--- src/rtl/vc_wrr_pop_arbiter.sv ---
`default_nettype none
// ============================================================================
// Module  : vc_wrr_pop_arbiter
// Brief   : Weighted round-robin pop arbiter draining VC0/VC1 onto one path,
//           serving a VC only when its head word's destination has room.
// Revision: 1.0 - initial release
// ============================================================================
module vc_wrr_pop_arbiter #(
    parameter int DATA_WIDTH = 6,
    parameter int DEST_BIT   = 4,
    parameter int WEIGHT_VC0 = 4,
    parameter int WEIGHT_VC1 = 1,
    parameter int CNT_WIDTH  = 4
) (
    input  logic                  clk,
    input  logic                  reset,
    input  logic                  VC0_empty,
    input  logic [DATA_WIDTH-1:0] VC0_data_out,
    input  logic                  VC1_empty,
    input  logic [DATA_WIDTH-1:0] VC1_data_out,
    input  logic                  D0_almost_full,
    input  logic                  D1_almost_full,
    output logic                  VC0_rd,
    output logic                  VC1_rd,
    output logic [DATA_WIDTH-1:0] arb_data_out,
    output logic                  arb_valid_out,
    output logic                  arb_vc_out,
    output logic                  arb_idle
);

    localparam logic [CNT_WIDTH-1:0] c_w0  = CNT_WIDTH'(WEIGHT_VC0);
    localparam logic [CNT_WIDTH-1:0] c_w1  = CNT_WIDTH'(WEIGHT_VC1);
    localparam logic [CNT_WIDTH-1:0] c_one = CNT_WIDTH'(1);

    logic                  r_cur_vc;
    logic [CNT_WIDTH-1:0]  r_burst_cnt;
    logic [DATA_WIDTH-1:0] r_data;
    logic                  r_valid;
    logic                  r_vc;
    logic                  r_idle;

    logic                  w_elig0;
    logic                  w_elig1;
    logic                  w_g0;
    logic                  w_g1;
    logic                  w_gnt;
    logic                  w_gnt_vc;
    logic [DATA_WIDTH-1:0] w_gnt_data;
    logic [CNT_WIDTH-1:0]  w_gnt_weight;
    logic [CNT_WIDTH-1:0]  w_cnt_inc;
    logic                  w_cur_vc_nxt;
    logic [CNT_WIDTH-1:0]  w_burst_cnt_nxt;

    assign w_elig0 = !VC0_empty &&
                     !(VC0_data_out[DEST_BIT] ? D1_almost_full : D0_almost_full);
    assign w_elig1 = !VC1_empty &&
                     !(VC1_data_out[DEST_BIT] ? D1_almost_full : D0_almost_full);

    // Current VC wins ties; a lone eligible VC always wins (work-conserving).
    assign w_g0 = w_elig0 && (!r_cur_vc || !w_elig1);
    assign w_g1 = w_elig1 && ( r_cur_vc || !w_elig0);

    assign VC0_rd = w_g0 && !reset;
    assign VC1_rd = w_g1 && !reset;

    always_comb begin
        w_gnt           = w_g0 || w_g1;
        w_gnt_vc        = w_g1;
        w_gnt_data      = w_g1 ? VC1_data_out : VC0_data_out;
        w_gnt_weight    = w_g1 ? c_w1 : c_w0;
        // A grant to the other VC starts a fresh burst of length one.
        w_cnt_inc       = ((w_gnt_vc == r_cur_vc) ? r_burst_cnt : '0) + c_one;
        w_cur_vc_nxt    = r_cur_vc;
        w_burst_cnt_nxt = r_burst_cnt;
        if (w_gnt) begin
            if (w_cnt_inc == w_gnt_weight) begin
                w_cur_vc_nxt    = !w_gnt_vc;
                w_burst_cnt_nxt = '0;
            end else begin
                w_cur_vc_nxt    = w_gnt_vc;
                w_burst_cnt_nxt = w_cnt_inc;
            end
        end
    end

    always_ff @(posedge clk or posedge reset) begin
        if (reset) begin
            r_cur_vc    <= 1'b0;
            r_burst_cnt <= '0;
            r_data      <= '0;
            r_valid     <= 1'b0;
            r_vc        <= 1'b0;
            r_idle      <= 1'b1;
        end else begin
            r_cur_vc    <= w_cur_vc_nxt;
            r_burst_cnt <= w_burst_cnt_nxt;
            r_data      <= w_gnt ? w_gnt_data : '0;
            r_valid     <= w_gnt;
            if (w_gnt) begin
                r_vc <= w_gnt_vc;
            end
            r_idle      <= VC0_empty && VC1_empty && !w_gnt;
        end
    end

    assign arb_data_out  = r_data;
    assign arb_valid_out = r_valid;
    assign arb_vc_out    = r_vc;
    assign arb_idle      = r_idle;

endmodule
`default_nettype wire
--- config.mk ---
export PLATFORM = sky130hd
export DESIGN_NAME = vc_wrr_pop_arbiter
export DESIGN_NICKNAME = d
export VERILOG_FILES = /design/src/rtl/vc_wrr_pop_arbiter.sv
export SDC_FILE = /design/constraint.sdc
export NUM_CORES = 1
export LEC_CHECK = 0
export ABC_AREA = 1
export CAP_MARGIN = 20
export CORE_MARGIN = 1
export CORE_UTILIZATION = 49
export CTS_BUF_LIST = sky130_fd_sc_hd__clkbuf_4 sky130_fd_sc_hd__clkbuf_8
export DETAILED_ROUTE_END_ITERATION = 6
export PLACE_DENSITY = 0.95
export SYNTH_ARGS = -nofsm -noshare
export SYNTH_HDL_FRONTEND = slang
export SYNTH_SLANG_ARGS = --single-unit
--- constraint.sdc ---
create_clock -name clk -period 3.1 [get_ports clk]
set_input_delay 0.62 -clock clk [delete_from_list [all_inputs] [get_ports clk]]
set_output_delay 0.62 -clock clk [all_outputs]
set_load 0.02 [all_outputs]
==> metrics.log <==
INFO  metric layout-drive-gt1-share = 12.84%
INFO  metric skew = 0.002933 ns
INFO  metric worst-endpoint-arrival = 2.30 ns
INFO  metric worst-setup-path-type = input pin to output pin
INFO  metric die_width = 43.49 µm
INFO  metric finalWirelength = 2000 µm
INFO  metric final_cells = 164
INFO  metric hold_path_startpoint = arb_vc_out
INFO  metric busiest_layer = met2
INFO  metric outcome = finished clean
INFO  metric hold_depth = 2
INFO  metric critPathSlowestCell = sky130_fd_sc_hd__clkdlybuf4s50_1
INFO  metric max_slew_margin = 66.03%
INFO  metric gr-usage-met3 = 7.500%
INFO  metric vdd.ir_drop.worst = 480.8 µV
INFO  metric grt.total_usage = 25.74%
INFO  metric growth_of_design_area_from_synthesis_to_finish = 39.91%
INFO  metric grt_first_pass_wirelength = 3622 µm
INFO  metric r2r_cells = 9
INFO  metric row_count = 14
INFO  metric die_height = 43.49 µm
INFO  metric dp_hpwl = 1620 µm
INFO  metric leakage_power_figure = 0.5911 nW
INFO  metric drt_first_pass_iters = 4
INFO  metric syn_nets = 134
INFO  metric clkLatencyLatePin = 0.27 ns
INFO  metric critical_path.most_common_cell = sky130_fd_sc_hd__clkdlybuf4s50_1
INFO  metric synthesis.yosys.warnings = 0
INFO  metric hold-path-endpoint = arb_vc_out
INFO  metric fillerInstances = 114
INFO  metric avgViaCountPerCell = 5.451
INFO  metric worst_r2r_endpoint = r_burst_cnt[2]
INFO  metric hold_violations = 0
INFO  metric numCtsBuffers = 3
INFO  metric fmax = 342.1 MHz
INFO  metric num_vias = 894
INFO  metric number_of_global_route_vias_before_repair = 847
INFO  metric worstSetupEndpointType = output pin
INFO  metric pwr_density_cell = 571.8 mW/mm²
INFO  metric core-area = 0.001559 mm²
INFO  metric syn-cell-area = 843.3 µm²
INFO  metric nets = 167
INFO  metric worst_r2r_startpoint = r_cur_vc
INFO  metric effective_utilization_at_floorplan = 54.09%
INFO  metric synth_seq_cells = 14
INFO  metric finalSetupTns = 0 ns
INFO  metric drv_cap = 0
INFO  metric grt_util_met1 = 31.56%
INFO  metric crit_path_start_kind = input pin
INFO  metric clock-sinks = 14
INFO  metric hold_class = register to register
INFO  metric avg_cell_area_syn = 7.270 µm²
INFO  metric final.hold.worst_slack = 0.4919 ns
INFO  metric worstPathBufferInverterCount = 3
INFO  metric synth.distinct_cells = 20
INFO  metric overflow = 0
INFO  metric cts-hold-fix-buffers = 0
INFO  metric antenna_cells = 0
INFO  metric multi_input_combinational_cell_area = 424.2 µm²
INFO  metric regToRegSetupSlack = 1.59 ns
INFO  metric largest_stage_delay_on_the_critical_path = 0.61 ns
INFO  metric cts-htree-levels = 1
INFO  metric postRouteAntennaNets = 0
INFO  metric io_buffers = 28
INFO  metric floorplan.die_area = 0.001891 mm²
INFO  metric worst_slew_pin_slew = 0.5091 ns
INFO  metric critPathMaxFanout = 5
INFO  metric fraction_of_the_cycle_the_final_worst_path_needs = 94.29%
INFO  metric timing.final.setup_violations = 0
INFO  metric postCtsSetupRepairBufs = 0
INFO  metric dp_cells = 160
INFO  metric postCtsResizedCells = 0
INFO  metric number_of_ports_placed_on_the_die_boundary = 29
INFO  metric clkSlewWorstSetupHoldPaths = 0.08 ns
INFO  metric detail_route.wl_per_cell = 12.20 µm
INFO  metric grt_start_max_net_pins = 15
INFO  metric critical-path-top-delay-family = buffers and inverters
INFO  metric globalRouteMet2Util = 45.76%
INFO  metric min_period = 2.923 ns
INFO  metric timing.critical_path.from = D0_almost_full
INFO  metric clk_root_buffer_cell = sky130_fd_sc_hd__clkbuf_4
INFO  metric ys_seq_area_share = 41.69%
INFO  metric critical_path_cell_by_cell = clkdlybuf4s50_1, inv_1, nor2_2, nor2_4, nand2_2, nand2_1, nor2_1, clkdlybuf4s50_1
INFO  metric clock_tree_from_tritoncts = yes
INFO  metric synthesized_netlist_cell_count = 116
INFO  metric cp.required = 2.48 ns
INFO  metric routabilityCongestion = 0.7539
INFO  metric rsz0062_at_grt = no
INFO  metric post-route-drc-count = 0
INFO  metric drt_first_iter_violations = 21
INFO  metric clock_tree.buffer_depth = 2
INFO  metric final_max_slew_viol_count = 0
INFO  metric grt_antenna_before_repair = 0
INFO  metric reg_area = 351.6 µm²
==> worst min-delay path, cell delays in order (launching register included) <==
cell and delay [ns]:
sky130_fd_sc_hd__dfrtp_1 0.36, sky130_fd_sc_hd__nand2_1 0.06, sky130_fd_sc_hd__nand2_1 0.05
==> through the flow <==
stage	area, µm²	power (mW)	utilization [%]	setup WS, ns
2_1_floorplan	843.3	0.4505	-	1.168
3_3_place_gp	1144	0.5358	73.35	0.2453
3_5_place_dp	1144	0.5486	73.35	0.1628
4_1_cts	1180	0.6762	75.68	0.1625
5_1_grt	1180	0.7285	75.68	0.03751
6_report	1180	0.6747	75.68	0.1772
==> flip-flops by register name, summed over array words and instances, names as in the netlist <==
| register | cells |
|---|---|
| arb_data_out | 6 |
| arb_idle | 1 |
| arb_valid_out | 1 |
| arb_vc_out | 1 |
| r_burst_cnt | 4 |
| r_cur_vc | 1 |
==> logic make-up (layout without fill, tap and decap cells) <==
| group | Yosys count | count (layout) | synth area share (%) |
|---|---|---|---|
| and+or+nand+nor | 67 | 67 | 38.58 |
| buffers and inverters | 18 | 50 | 8.011 |
| AOI/OAI and AO/OA | 17 | 17 | 11.72 |
| DFF | 14 | 14 | 41.69 |
==> worst max path at each step <==
stage             end  slack (ns)  depth (start not counted)
6_report       VC0_rd        0.18                          8
5_1_grt        VC1_rd        0.04                          7
4_1_cts        VC0_rd        0.16                          8
3_5_place_dp   VC0_rd        0.16                          8
3_3_place_gp   VC0_rd        0.25                          8
2_1_floorplan  VC1_rd        1.17                          5
==> layout by cell type, fill, tap and decap left out <==
cell type,instances
sky130_fd_sc_hd__a21oi_1,1
sky130_fd_sc_hd__clkbuf_4,3
sky130_fd_sc_hd__clkbuf_8,1
sky130_fd_sc_hd__clkdlybuf4s50_1,28
sky130_fd_sc_hd__clkinv_1,1
sky130_fd_sc_hd__dfrtp_1,13
sky130_fd_sc_hd__dfstp_2,1
sky130_fd_sc_hd__inv_1,17
sky130_fd_sc_hd__nand2_1,25
sky130_fd_sc_hd__nand2_2,6
sky130_fd_sc_hd__nand3_1,9
sky130_fd_sc_hd__nand3_2,3
sky130_fd_sc_hd__nand4_1,3
sky130_fd_sc_hd__nand4_2,1
sky130_fd_sc_hd__nor2_1,17
sky130_fd_sc_hd__nor2_2,2
sky130_fd_sc_hd__nor2_4,1
sky130_fd_sc_hd__o2111ai_1,1
sky130_fd_sc_hd__o21ai_0,10
sky130_fd_sc_hd__o21ai_1,2
sky130_fd_sc_hd__o21ai_2,1
sky130_fd_sc_hd__o21bai_1,1
sky130_fd_sc_hd__o311ai_0,1
==> layer usage <==
layer / wire length (µm) / share of wire [%]
met1: 827 / 41
met4: 0 / 0
met3: 102 / 5.1
met2: 1070 / 54
met5: 0 / 0
==> report_power, final <==
part	leakage, nW	internal (mW)	switching [mW]	total [mW]
Clock	0.0210	0.0714	0.0535	0.125
Sequential	0.178	0.220	0.0524	0.272
Combinational	0.392	0.108	0.169	0.277
Total	0.591	0.399	0.275	0.675
==> synthesized netlist by cell type <==
cell,count,share of area [%]
sky130_fd_sc_hd__nor2_4,1,1.3
sky130_fd_sc_hd__inv_1,17,7.6
sky130_fd_sc_hd__nand3_1,9,5.3
sky130_fd_sc_hd__nand4_2,1,1.5
sky130_fd_sc_hd__dfrtp_1,13,39
sky130_fd_sc_hd__nand2_1,25,11
sky130_fd_sc_hd__o21ai_1,2,1.2
sky130_fd_sc_hd__nand3_2,3,3.6
sky130_fd_sc_hd__o311ai_0,1,1.0
sky130_fd_sc_hd__nor2_2,2,1.5
sky130_fd_sc_hd__o21bai_1,1,0.89
sky130_fd_sc_hd__nand4_1,3,2.2
sky130_fd_sc_hd__a21oi_1,1,0.59
sky130_fd_sc_hd__clkinv_1,1,0.44
sky130_fd_sc_hd__nor2_1,17,7.6
sky130_fd_sc_hd__o2111ai_1,1,1.0
sky130_fd_sc_hd__o21ai_0,10,5.9
sky130_fd_sc_hd__o21ai_2,1,1.0
sky130_fd_sc_hd__nand2_2,6,4.5
sky130_fd_sc_hd__dfstp_2,1,3.1
==> cell type report <==
type                    count  share of cell area [%]
multi-input cells          84                   35.95
flip-flops and latches     14                   29.80
repair buffers             28                   23.75
inverters                  18                   5.726
clock buffers               4                   3.075
well taps                  16                   1.697
(Power assumes the default switching activity.)
